--- src/rtl/fetch_sequencer_pkg.sv ---
// Shared types and helpers for the instruction fetch sequencer and its decoder.
package fetch_sequencer_pkg;

    // Fetch controller states.
    typedef enum logic [2:0] {
        StIdle = 3'd0,
        StOp   = 3'd1,
        StB1   = 3'd2,
        StB2   = 3'd3,
        StHold = 3'd4
    } state_e;

    // Instruction length codes, in bytes.
    localparam logic [1:0] Len1 = 2'd1;
    localparam logic [1:0] Len2 = 2'd2;
    localparam logic [1:0] Len3 = 2'd3;

    // Instruction length is carried entirely by the two opcode MSBs.
    function automatic logic [1:0] op_len(input logic [7:0] op);
        logic [1:0] len;
        unique case (op[7:6])
            2'b00:   len = Len1;
            2'b01:   len = Len2;
            default: len = Len3;
        endcase
        return len;
    endfunction

endpackage

--- src/rtl/fetch_sequencer_len_decode.sv ---
// Combinational opcode -> instruction length decode, shared with the decoder.
module fetch_sequencer_len_decode
    import fetch_sequencer_pkg::*;
(
    input  logic [7:0] op_i,
    output logic [1:0] len_o
);

    // Pure lookup on the opcode class bits.
    always_comb begin
        len_o = op_len(op_i);
    end

endmodule

--- src/rtl/fetch_sequencer.sv ---
// Instruction fetch controller: walks the PC through program memory one byte per
// cycle, assembles 1-3 byte instructions and hands them to the decoder over valid/ready.
module fetch_sequencer
    import fetch_sequencer_pkg::*;
#(
    parameter logic [15:0] RESET_PC = 16'h0000
) (
    input  logic        clk,
    input  logic        rst_n,
    input  logic        run_i,
    output logic        mem_cs_o,
    output logic [15:0] mem_addr_o,
    input  logic [7:0]  mem_data_i,
    input  logic        jmp_valid_i,
    input  logic [15:0] jmp_addr_i,
    output logic        instr_valid_o,
    input  logic        instr_ready_i,
    output logic [7:0]  instr_op_o,
    output logic [7:0]  instr_b1_o,
    output logic [7:0]  instr_b2_o,
    output logic [1:0]  instr_len_o,
    output logic [15:0] instr_pc_o
);

    state_e      state_q, state_d;
    logic [15:0] pc_q, pc_d;
    logic [15:0] ipc_q, ipc_d;
    logic [7:0]  op_q, op_d;
    logic [7:0]  b1_q, b1_d;
    logic [7:0]  b2_q, b2_d;
    logic [1:0]  len_q, len_d;
    logic [1:0]  len_dec;

    // Length of the opcode currently on the memory bus (valid in StOp).
    fetch_sequencer_len_decode u_len_decode (
        .op_i  (mem_data_i),
        .len_o (len_dec)
    );

    // State register.
    always_ff @(posedge clk or negedge rst_n) begin
        if (!rst_n) begin
            state_q <= StIdle;
        end else begin
            state_q <= state_d;
        end
    end

    // Next state: a jump overrides everything, including an accept in StHold.
    always_comb begin
        state_d = state_q;
        if (jmp_valid_i) begin
            state_d = run_i ? StOp : StIdle;
        end else begin
            unique case (state_q)
                StIdle:  state_d = run_i ? StOp : StIdle;
                StOp:    state_d = (len_dec == Len1) ? StHold : StB1;
                StB1:    state_d = (len_q == Len2) ? StHold : StB2;
                StB2:    state_d = StHold;
                StHold: begin
                    if (instr_ready_i) begin
                        state_d = run_i ? StOp : StIdle;
                    end
                end
                default: state_d = StIdle;
            endcase
        end
    end

    // PC and bundle capture registers.
    always_ff @(posedge clk or negedge rst_n) begin
        if (!rst_n) begin
            pc_q  <= RESET_PC;
            ipc_q <= RESET_PC;
            op_q  <= 8'h00;
            b1_q  <= 8'h00;
            b2_q  <= 8'h00;
            len_q <= Len1;
        end else begin
            pc_q  <= pc_d;
            ipc_q <= ipc_d;
            op_q  <= op_d;
            b1_q  <= b1_d;
            b2_q  <= b2_d;
            len_q <= len_d;
        end
    end

    // Byte capture and PC advance; a jump discards whatever byte is on the bus.
    always_comb begin
        pc_d  = pc_q;
        ipc_d = ipc_q;
        op_d  = op_q;
        b1_d  = b1_q;
        b2_d  = b2_q;
        len_d = len_q;
        if (jmp_valid_i) begin
            pc_d = jmp_addr_i;
        end else begin
            unique case (state_q)
                StOp: begin
                    op_d  = mem_data_i;
                    b1_d  = 8'h00;
                    b2_d  = 8'h00;
                    len_d = len_dec;
                    ipc_d = pc_q;
                    pc_d  = pc_q + 16'd1;
                end
                StB1: begin
                    b1_d = mem_data_i;
                    pc_d = pc_q + 16'd1;
                end
                StB2: begin
                    b2_d = mem_data_i;
                    pc_d = pc_q + 16'd1;
                end
                default: ;
            endcase
        end
    end

    // Outputs come straight from registers so the address is stable outside fetch.
    always_comb begin
        mem_cs_o      = !((state_q == StOp) || (state_q == StB1) || (state_q == StB2));
        mem_addr_o    = pc_q;
        instr_valid_o = (state_q == StHold);
        instr_op_o    = op_q;
        instr_b1_o    = b1_q;
        instr_b2_o    = b2_q;
        instr_len_o   = len_q;
        instr_pc_o    = ipc_q;
    end

endmodule
--- config.mk ---
export PLATFORM = sky130hd
export DESIGN_NAME = fetch_sequencer
export DESIGN_NICKNAME = d
export VERILOG_FILES = /design/src/rtl/fetch_sequencer_pkg.sv /design/src/rtl/fetch_sequencer_len_decode.sv /design/src/rtl/fetch_sequencer.sv
export SDC_FILE = /design/constraint.sdc
export NUM_CORES = 1
export LEC_CHECK = 0
export CORE_ASPECT_RATIO = 1.25
export CORE_MARGIN = 1
export CORE_UTILIZATION = 49
export DETAILED_ROUTE_END_ITERATION = 7
export GPL_TIMING_DRIVEN = 1
export PLACE_DENSITY = 0.84
export SYNTH_ARGS = -nofsm -noshare
export SYNTH_HDL_FRONTEND = slang
export SYNTH_SLANG_ARGS = --single-unit
--- constraint.sdc ---
create_clock -name clk -period 3.1 [get_ports clk]
set_clock_uncertainty 0.1 [all_clocks]
set_input_delay 0.465 -clock clk [delete_from_list [all_inputs] [get_ports clk]]
set_output_delay 0.465 -clock clk [all_outputs]
set_load 0.05 [all_outputs]
==> results of run 1 <==
how the worst max path moves through the flow:
stage / startpoint / end / slack, ns
final: state_q[1]$_DFFE_PN0P_ / mem_cs_o / 0.23
after global routing: state_q[1]$_DFFE_PN0P_ / mem_cs_o / 0.17
after CTS: state_q[1]$_DFFE_PN0P_ / mem_cs_o / 0.26
after detailed placement: jmp_valid_i / instr_pc_o[9]$_DFFE_PN0P_ / 0.58
after global placement: state_q[1]$_DFFE_PN0P_ / mem_cs_o / 0.63
after floorplan: mem_addr_o[0]$_DFFE_PN0P_ / mem_addr_o[12]$_DFFE_PN0P_ / 0.96
cells by family (layout without fill, tap and decap cells):
logic type	Yosys count	in the layout	share of synthesized area, %
AND/OR/NAND/NOR	165	165	26.4
multiplexers	2	2	0.779
adder cells (fa/ha/maj)	1	1	0.458
buffers and inverters	22	114	3.76
AO/OA/AOI/OAI	46	46	9.76
XOR/XNOR	9	9	2.89
flip-flops	61	61	55.9
registers in the layout, summed over array words and instances (netlist names):
| name | flops |
|---|---|
| mem_addr_o | 16 |
| state_q | 3 |
| instr_b1_o | 8 |
| instr_b2_o | 8 |
| instr_op_o | 8 |
| instr_len_o | 2 |
| instr_pc_o | 16 |
power by group through the flow:
stage / clock network (W) / logic (W) / registers (W)
after floorplan: 0 / 0.000225 / 0.00157
after CTS: 0.000614 / 0.00114 / 0.00107
final: 0.000612 / 0.00113 / 0.00107
after global routing: 0.000654 / 0.00120 / 0.00109
after detailed placement: 0 / 0.00113 / 0.00108
after global placement: 0 / 0.00112 / 0.00108
per-layer routing:
metal | share of wire [%] | up-vias | global-route usage, %
met5 | 0 | - | 0
met4 | 2.6 | 0 | 10.6
met3 | 6.5 | 17 | 6.99
met2 | 49 | 99 | 40.4
met1 | 42 | 1177 | 30.7
li1 | - | 1191 | -
placed cells by master, fill, tap and decap left out, types with 4 or more instances in the layout:
master	instances
clkdlybuf4s50_1	87
nand3_1	7
nor3_1	4
nand2_1	121
buf_4	6
inv_1	5
o21ai_1	5
nor4_1	4
clkbuf_8	11
o21ai_0	23
nor2_1	9
xnor2_1	7
a21oi_1	5
dfrtp_1	60
metrics by stage:
| step | setup WS, ns | total power (W) | area (µm²) | hold WS, ns |
|---|---|---|---|---|
| after floorplan | 0.964 | 0.00180 | 2730 | 0.0694 |
| after global placement | 0.631 | 0.00220 | 3650 | 0.359 |
| after detailed placement | 0.585 | 0.00222 | 3650 | 0.362 |
| after CTS | 0.257 | 0.00282 | 3820 | 0.210 |
| after global routing | 0.169 | 0.00294 | 3820 | 0.239 |
| final | 0.233 | 0.00281 | 3820 | 0.176 |
critical path, stage by stage, from the launching register on:
cell	delay, ns
dfrtp_1	0.58
o21ba_2	0.38
inv_2	0.16
clkdlybuf4s50_1	0.82
final cells by class:
cell class	instances	area share, %
clock inverter	2	0.262
tap	64	2.10
sequential	61	40.0
clock buffer	12	4.06
multi-input combinational	223	28.8
inverter	6	0.590
timing repair buffer	94	24.1
==> impl_summary.txt, run 1 <==
----------------------------------------------------
[Synthesis]
  Distinct cells, synth ... between 40 and 50
  Gate Count Post-Synth ... just over 300
  Cell accounting for the most synthesized area ... dfrtp_1
  Post-synth EDFFs ... 0
  Post-synth top cells ... nand2_1, dfrtp_1, o21ai_0
  Dominant synthesized flop cell ... dfrtp_1
  Most common cell in the synthesized netlist ... nand2_1
  Post-synthesis async set-or-reset flop share ... between 90% and 100%
  Post-synthesis instance area ... around 2700 µm²
  Post-synthesis sequential area ratio ... a little under three fifths
  Post-synthesis sequential element count ... between 60 and 70
  Avg Inst Size Synth ... about 8.9 µm²
  Synth Net Count ... 336
  Ys Warns ... 0
  Area share of the largest cell type after synthesis ... a little over half
  Cell types with the largest area share after synthesis ... dfrtp_1, nand2_1, o21ai_0

[Power]
  Sequential share of power ... 38.0%
  Switching pwr ... approximately 0.0012 W
  Cell Pwr Density ... 737 nW/µm²
  Internal cell power ... around 0.0016 W
  Relative contribution of combinational cells to total power ... between 40% and 50%
  Clock network fraction of design power ... 21.7%
  Proportion of total power due to net switching ... 41.7%
  P_leak ... about 1.7 nW
  Worst supply voltage drop on vdd ... 0.371 mV

[GRT]
  GRT Util Overall ... between 20 and 25%
  Pin count of the biggest net entering global routing ... 62
  Remaining Overflow, GRT ... 0
  Wire length of the first global-routing pass ... 10900 µm
  Antenna violations before repair ... 0
  Number of global-route vias before repair ... 2390

[Clock tree]
  Number of gates given a new drive strength after cts ... 0
  Maximum clock path buffer count ... 2
  CTS tree ... yes
  Number of buffers inserted for hold repair after clock tree synthesis ... 0
  Clock latency reported for the late side of the worst-skew pair ... approximately 0.34 ns
  Buffer type at the clock tree root ... clkbuf_8
  CTS sink count ... slightly above 60
  Number of clock buffers inserted by TritonCTS ... 9
  Clock-pin slew on the worst setup and hold paths ... approximately 0.060 ns
  Count of buffers added by post-CTS timing repair for setup ... 0
  H-tree Lvls ... 3

[Job]
  Max-cap viol count ... 0

[Floorplanning]
  Core Footprint ... roughly 5400 µm²
  Die Y ... between 80 and 90 µm
  Die Wd ... between 60 and 70 µm
  Count of boundary I/O pins ... 89
  Initial standard-cell utilization of the core ... roughly 50%
  Number of placement rows ... 30
  Total Die Area ... between 5000 and 6000 µm²

[Setup path]
  Crit path arrival time ... between 2 and 2.5 ns
  Worst reg2reg path depth ... 3
  Type of element launching the critical path ... flop
  Reg-to-reg startpoint ... state_q[1]$_DFFE_PN0P_
  Worst setup slack for register-to-register paths ... between 0.9 and 1 ns
  Data required time at the worst endpoint ... roughly 2.5 ns
  Capture point of the worst reg-to-reg path ... instr_b1_o[0]$_DFFE_PN0P_
  Nature of the critical path endpoint ... primary output
  Critical Path Fanout Max ... 17
  Critical setup path kind ... flop to primary output

[Cells and area]
  Count of nets after finishing ... 425
  Layout cells sized above 1 ... under 10%
  Final Util ... between 70% and 80%
  Area of the multi-input gates ... about 1100 µm²
  Finished Layout Cells ... between 400 and 500
  Number of diodes added for antenna fixing ... 0
  Layout-stage area growth over the synthesis result ... 39.8%
  Fill cell instance count of the final layout ... 439
  Register Area ... between 1500 and 2000 µm²

[Timing]
  Final setup TNS ... 0 ns
  Max-slew headroom at the worst pin ... roughly 21%
  Final Max Tran Viols ... 0
  Max Clock Freq ... roughly 0.35 GHz
  Ratio of final minimum period to clock period ... ~90%
  Hold violation count in the final report ... 0
  Unrepaired setup endpoints after global routing ... no
  Setup-failing EPs final ... 0
  Min Clock Period, post-route ... 2.87 ns
  Transition time at the pin with the least slew margin ... approximately 1.2 ns

[Hold path]
  Min-delay worst type ... input pin to async pin

[Status]
  Status ... finished, final reports clean

[Detailed routing]
  Count of unresolved DRC violations after routing ... 0
  Wire length per cell ... about 14 µm
  DRT antenna net count ... 0
  Final wirelength ... around 6500 µm
  Drt initial violations ... approximately 170
  Number of detailed-routing iterations run before antenna repair ... 4
  Mean number of vias per cell ... roughly 5.4
  Number of vias in the routed layout ... ~2.5k

[Place]
  Post-DP HPWL ... around 4500 µm
  Number of cells after detailed placement ... about 450
  Number of buffers added on ports ... 88
  Last weighted congestion value of the routability-driven placer ... approximately 0.86

----------------------------------------------------
(Power assumes the default switching activity.)
==> run 2, diff against run 1 <==
CORE_MARGIN = 8   (was 1)
PLACE_DENSITY = 0.92   (was 0.84)
==> impl_summary.txt, run 2 (synthesized netlist as in run 1, its figures left out) <==
----------------------------------------------------
[Status]
  Status ... finished, final reports clean

[Detailed routing]
  DRT antenna net count ... 0 (unchanged)
  Drt initial violations ... 128 (-26%)
  Wire length per cell ... 16.4 µm (+16%)
  Final wirelength ... 7650 µm (+17%)
  Mean number of vias per cell ... 5.36 (-0.33%)
  Number of detailed-routing iterations run before antenna repair ... 4 (unchanged)
  Count of unresolved DRC violations after routing ... 0 (unchanged)
  Number of vias in the routed layout ... 2492 (+0.32%)

[Timing]
  Unrepaired setup endpoints after global routing ... no
  Max-slew headroom at the worst pin ... 22.3% (+1.6 points)
  Min Clock Period, post-route ... 2.70 ns (-0.163 ns)
  Max Clock Freq ... 0.370 GHz (+6.0%)
  Final Max Tran Viols ... 0 (unchanged)
  Ratio of final minimum period to clock period ... 87.2% (-5.2 points)
  Setup-failing EPs final ... 0 (unchanged)
  Hold Slack ... 0.104 ns (-0.0719 ns)
  Transition time at the pin with the least slew margin ... 1.17 ns (-0.0240 ns)
  Hold violation count in the final report ... 0 (unchanged)
  Final setup TNS ... 0 ns (unchanged)

[GRT]
  Number of global-route vias before repair ... 2629 (+10%)
  Remaining Overflow, GRT ... 0 (unchanged)
  Pin count of the biggest net entering global routing ... 37 (-40%)
  GRT Util Overall ... 19.3% (-5.7 points)
  Antenna violations before repair ... 0 (unchanged)
  Wire length of the first global-routing pass ... 12500 µm (+15%)

[Power]
  Switching pwr ... 0.00122 W (+3.6%)
  P_leak ... 1.71 nW (+2.1%)
  Sequential share of power ... 34.4% (-3.6 points)
  Cell Pwr Density ... 791 nW/µm² (+7.3%)
  Proportion of total power due to net switching ... 39.4% (-2.3 points)
  Clock network fraction of design power ... 28.1% (+6.4 points)
  Worst supply voltage drop on vdd ... 0.398 mV (+7.5%)
  Relative contribution of combinational cells to total power ... 37.5% (-2.7 points)
  Internal cell power ... 0.00187 W (+14%)

[Cells and area]
  Top library cells by usage in the layout, fill and taps aside ... nand2_1, clkdlybuf4s50_1, dfrtp_1
  Finished Layout Cells ... 465 (+0.65%)
  Layout cells sized above 1 ... 8.23% (+0.94 points)
  Layout-stage area growth over the synthesis result ... 43.1%
  Register Area ... 1530 µm² (unchanged)
  Most common cell after layout, fill and taps aside ... nand2_1
  Count of nets after finishing ... 426 (+0.24%)
  Number of diodes added for antenna fixing ... 0 (unchanged)
  Area of the multi-input gates ... 1100 µm² (unchanged)
  Fill cell instance count of the final layout ... 440 (+0.23%)

[Setup path]
  Critical setup path kind ... flop to primary output
  Critical Path Fanout Max ... 10 (-7)
  Largest stage delay, worst path ... 0.83 ns (about the same)
  Crit path arrival time ... 2.14 ns (-0.16 ns)
  Critical-path cell list ... o21ba_2 -> inv_2 -> clkdlybuf4s50_1
  Critical-path top delay cell ... clkdlybuf4s50_1
  Type of element launching the critical path ... flop
  Nature of the critical path endpoint ... primary output
  Data required time at the worst endpoint ... 2.53 ns (about the same)

[Clock tree]
  Count of buffers added by post-CTS timing repair for setup ... 0 (unchanged)
  CTS tree ... yes
  H-tree Lvls ... 3 (unchanged)
  Number of gates given a new drive strength after cts ... 0 (unchanged)
  CTS sink count ... 61 (unchanged)
  Number of buffers inserted for hold repair after clock tree synthesis ... 0 (unchanged)
  Clock-pin slew on the worst setup and hold paths ... 0.08 ns (+0.02 ns)
  Clock latency reported for the late side of the worst-skew pair ... 0.33 ns (about the same)
  Buffer type at the clock tree root ... clkbuf_8
  Maximum clock path buffer count ... 2 (unchanged)
  Number of clock buffers inserted by TritonCTS ... 9 (unchanged)

[Place]
  Post-DP HPWL ... 5620 µm (+24%)
  Last weighted congestion value of the routability-driven placer ... 0.871 (+1.9%)
  Number of cells after detailed placement ... 449 (+0.22%)
  Number of buffers added on ports ... 88 (unchanged)

[Hold path]
  Min-delay worst type ... input pin to async pin

[Floorplanning]
  Initial standard-cell utilization of the core ... 50.5% (unchanged)
  Die Wd ... 82.8 µm (+20%)
  Number of placement rows ... 30 (unchanged)
  Total Die Area ... 8230 µm² (+40%)
  Die Y ... 99.5 µm (+16%)
  Count of boundary I/O pins ... 89 (unchanged)
  Core Footprint ... 5410 µm² (unchanged)

[Job]
  Max-cap viol count ... 0 (unchanged)

----------------------------------------------------
## run 2: worst paths after layout
path,cells past startpoint,end,slack (ns),start
worst max-delay path,3,mem_cs_o,0.40,state_q[2]$_DFFE_PN0P_
worst min-delay path,1,instr_b1_o[4]$_DFFE_PN0P_,0.10,rst_n
worst max register to register,4,instr_b1_o[1]$_DFFE_PN0P_,0.94,state_q[2]$_DFFE_PN0P_
worst min register to register,2,instr_pc_o[7]$_DFFE_PN0P_,0.38,instr_pc_o[7]$_DFFE_PN0P_
max in group asynchronous,2,instr_pc_o[11]$_DFFE_PN0P_,2.09,rst_n
min in group clk,2,instr_pc_o[7]$_DFFE_PN0P_,0.38,instr_pc_o[7]$_DFFE_PN0P_
## run 2: stage by stage
stage	worst slack [ns]	util (%)	power [W]	cell area (µm²)
CTS	0.397	72.3	0.00311	3910
finish	0.395	72.3	0.00309	3910
global placement	0.688	67.7	0.00221	3660
detailed placement	0.563	67.7	0.00224	3660
global route	0.356	72.3	0.00322	3910
floorplan	0.964	-	0.00180	2730
## run 2: routing by layer
| metal | part of all wire [%] | wire length (µm) | track usage, % |
|---|---|---|---|
| met4 | 0.85 | 65 | 6.79 |
| met1 | 38 | 2910 | 22.5 |
| met5 | 0 | 0 | 0 |
| met3 | 7.9 | 604 | 4.42 |
| met2 | 53 | 4070 | 33.2 |
## run 2: power groups by stage
| stage | registers, W | clock network (W) | logic [W] |
|---|---|---|---|
| CTS | 0.00106 | 0.000880 | 0.00117 |
| floorplan | 0.00157 | 0 | 0.000225 |
| global placement | 0.00107 | 0 | 0.00114 |
| detailed placement | 0.00108 | 0 | 0.00116 |
| finish | 0.00106 | 0.000870 | 0.00116 |
| global route | 0.00108 | 0.000917 | 0.00122 |
## run 2: cell type report
type	count	area share, %
sequential	61	39.1
multi-input combinational	223	28.2
timing repair buffer	95	23.8
clock buffer	10	3.52
clock inverter	6	2.82
tap	64	2.05
inverter	6	0.576
## run 2: critical path: cells and delay by family, from the launching register on
| family | cells | cell delay [ns] |
|---|---|---|
| flops | 1 | 0.53 |
| buf+inv | 2 | 0.99 |
| compound gates | 1 | 0.29 |
==> run 3, diff against run 2 <==
CORE_ASPECT_RATIO = 0.6   (was 1.25)
==> impl_summary.txt, run 3 (synthesized netlist as in run 1, its figures left out) <==
----------------------------------------------------
[Setup path]
  Crit path arrival time ... 2.27 ns (+0.13 ns)
  Nature of the critical path endpoint ... primary output
  Critical setup path kind ... flop to primary output
  Largest stage delay, worst path ... 0.83 ns (about the same)
  Data required time at the worst endpoint ... 2.53 ns (about the same)
  Critical-path top delay cell ... clkdlybuf4s50_1
  Type of element launching the critical path ... flop
  Critical Path Fanout Max ... 17 (+7)
  Critical-path cell list ... o21ba_2 -> inv_2 -> clkdlybuf4s50_1

[Power]
  Sum of internal, switching and leakage power ... 0.00300 W (-2.8%)
  Worst supply voltage drop on vdd ... 0.565 mV (+42%)
  Cell Pwr Density ... 773 nW/µm² (-2.2%)
  P_leak ... 1.70 nW (-0.65%)

[Detailed routing]
  DRT antenna net count ... 0 (unchanged)
  Wire length per cell ... 16.3 µm (-1.1%)
  Number of detailed-routing iterations run before antenna repair ... 4 (unchanged)
  Count of unresolved DRC violations after routing ... 0 (unchanged)
  Number of vias in the routed layout ... 2475 (-0.68%)
  Drt initial violations ... 146 (+14%)
  Final wirelength ... 7630 µm (-0.25%)
  Mean number of vias per cell ... 5.28 (-1.5%)

[Timing]
  Hold Slack ... 0.194 ns (+0.0900 ns)
  Max-slew headroom at the worst pin ... 22.0% (-0.29 points)
  Hold violation count in the final report ... 0 (unchanged)
  Min Clock Period, post-route ... 2.83 ns (+0.126 ns)
  Final Max Tran Viols ... 0 (unchanged)
  Ratio of final minimum period to clock period ... 91.3% (+4.0 points)
  Transition time at the pin with the least slew margin ... 1.17 ns (+0.00438 ns)
  Max Clock Freq ... 0.353 GHz (-4.4%)
  Final setup TNS ... 0 ns (unchanged)
  Setup-failing EPs final ... 0 (unchanged)
  Unrepaired setup endpoints after global routing ... no

[Clock tree]
  Number of buffers inserted for hold repair after clock tree synthesis ... 0 (unchanged)
  Clock latency reported for the late side of the worst-skew pair ... 0.32 ns (about the same)
  H-tree Lvls ... 3 (unchanged)
  Clock-pin slew on the worst setup and hold paths ... 0.07 ns (about the same)
  CTS sink count ... 61 (unchanged)
  Maximum clock path buffer count ... 2 (unchanged)
  Number of gates given a new drive strength after cts ... 0 (unchanged)
  Number of clock buffers inserted by TritonCTS ... 9 (unchanged)
  Count of buffers added by post-CTS timing repair for setup ... 0 (unchanged)
  Buffer type at the clock tree root ... clkbuf_8
  CTS tree ... yes

[Place]
  Number of buffers added on ports ... 88 (unchanged)
  Post-DP HPWL ... 5630 µm (+0.27%)
  Number of cells after detailed placement ... 453 (+0.89%)
  Last weighted congestion value of the routability-driven placer ... 0.863 (-1.0%)
  Area of placed instances ... 3660 µm² (about the same)

[Cells and area]
  Top library cells by usage in the layout, fill and taps aside ... nand2_1, clkdlybuf4s50_1, dfrtp_1
  Layout cells sized above 1 ... 8.00% (-0.23 points)
  Area of the multi-input gates ... 1100 µm² (unchanged)
  Count of nets after finishing ... 425 (-0.23%)
  Layout-stage area growth over the synthesis result ... 42.1%
  Fill cell instance count of the final layout ... 423 (-3.9%)
  Most common cell after layout, fill and taps aside ... nand2_1
  Finished Layout Cells ... 469 (+0.86%)
  Design Area, Final ... 3880 µm² (-0.64%)
  Register Area ... 1530 µm² (unchanged)
  Number of diodes added for antenna fixing ... 0 (unchanged)

[GRT]
  GRT Util Overall ... 19.1% (-0.27 points)
  Number of global-route vias before repair ... 2493 (-5.2%)
  Remaining Overflow, GRT ... 0 (unchanged)
  Wire length of the first global-routing pass ... 12500 µm (+0.38%)
  Pin count of the biggest net entering global routing ... 62 (+68%)
  Antenna violations before repair ... 0 (unchanged)

[Status]
  Status ... finished, final reports clean

[Hold path]
  Min-delay worst type ... input pin to async pin

[Floorplanning]
  Count of boundary I/O pins ... 89 (unchanged)
  Die Y ... 73.8 µm (-26%)
  Die Wd ... 112 µm (+36%)
  Number of placement rows ... 21 (-30%)
  Core Footprint ... 5470 µm² (+1.1%)
  Initial standard-cell utilization of the core ... 50.0% (-0.56 points)
  Total Die Area ... 8300 µm² (+0.76%)

[Job]
  Max-cap viol count ... 0 (unchanged)

----------------------------------------------------
==> run 3: cell types whose count changed in the layout (fill, tap and decap cells not counted), sizes merged <==
cell      change
bufinv        -1
buf           -1
clkinvlp      -1
clkinv        +2
==> run 3: critical path, delay by kind of cell (launching register included) <==
kind	cells	cell delay (ns)
buffers and inverters	2	0.99
flip-flops	1	0.57
AO/OA/AOI/OAI	1	0.37
==> run 3: cell type report <==
class / instances / area share [%]
flip-flops and latches: 61 / 39.3
multi-input cells: 223 / 28.4
repair buffers: 94 / 23.7
clock buffers: 10 / 3.54
clock inverters: 6 / 2.22
well taps: 69 / 2.22
inverters: 6 / 0.580
==> run 3: worst paths after layout <==
check	start	end	slack [ns]	cells past startpoint
setup / recovery	state_q[1]$_DFFE_PN0P_	mem_cs_o	0.27	3
hold / removal	rst_n	mem_addr_o[3]$_DFFE_PN0P_	0.19	2
setup reg to reg	state_q[1]$_DFFE_PN0P_	instr_b1_o[0]$_DFFE_PN0P_	0.98	3
hold reg to reg	instr_pc_o[1]$_DFFE_PN0P_	instr_pc_o[1]$_DFFE_PN0P_	0.38	2
max in group asynchronous	rst_n	instr_b1_o[3]$_DFFE_PN0P_	2.21	2
min in group clk	instr_pc_o[1]$_DFFE_PN0P_	instr_pc_o[1]$_DFFE_PN0P_	0.38	2
==> run 3: per-stage QoR <==
stage / worst slack, ns / util, %
after floorplan: 0.964 / -
after global placement: 0.627 / 66.9
after detailed placement: 0.600 / 66.9
after CTS: 0.262 / 71.0
after global routing: 0.173 / 71.0
final: 0.270 / 71.0
==> run 3: routing by layer <==
layer	global-route usage, %	wire length (µm)	vias to the layer above
li1	-	-	1196
met1	24.0	3320	1185
met2	29.8	3520	90
met3	8.45	754	4
met4	3.71	34	0
met5	0	0	-
==> run 3: where the power goes <==
part | internal (W) | switching (W) | total, W
clock network | 0.000473 | 0.000306 | 0.000779
logic | 0.000372 | 0.000779 | 0.00115
registers | 0.000946 | 0.000127 | 0.00107
total | 0.00179 | 0.00121 | 0.00300
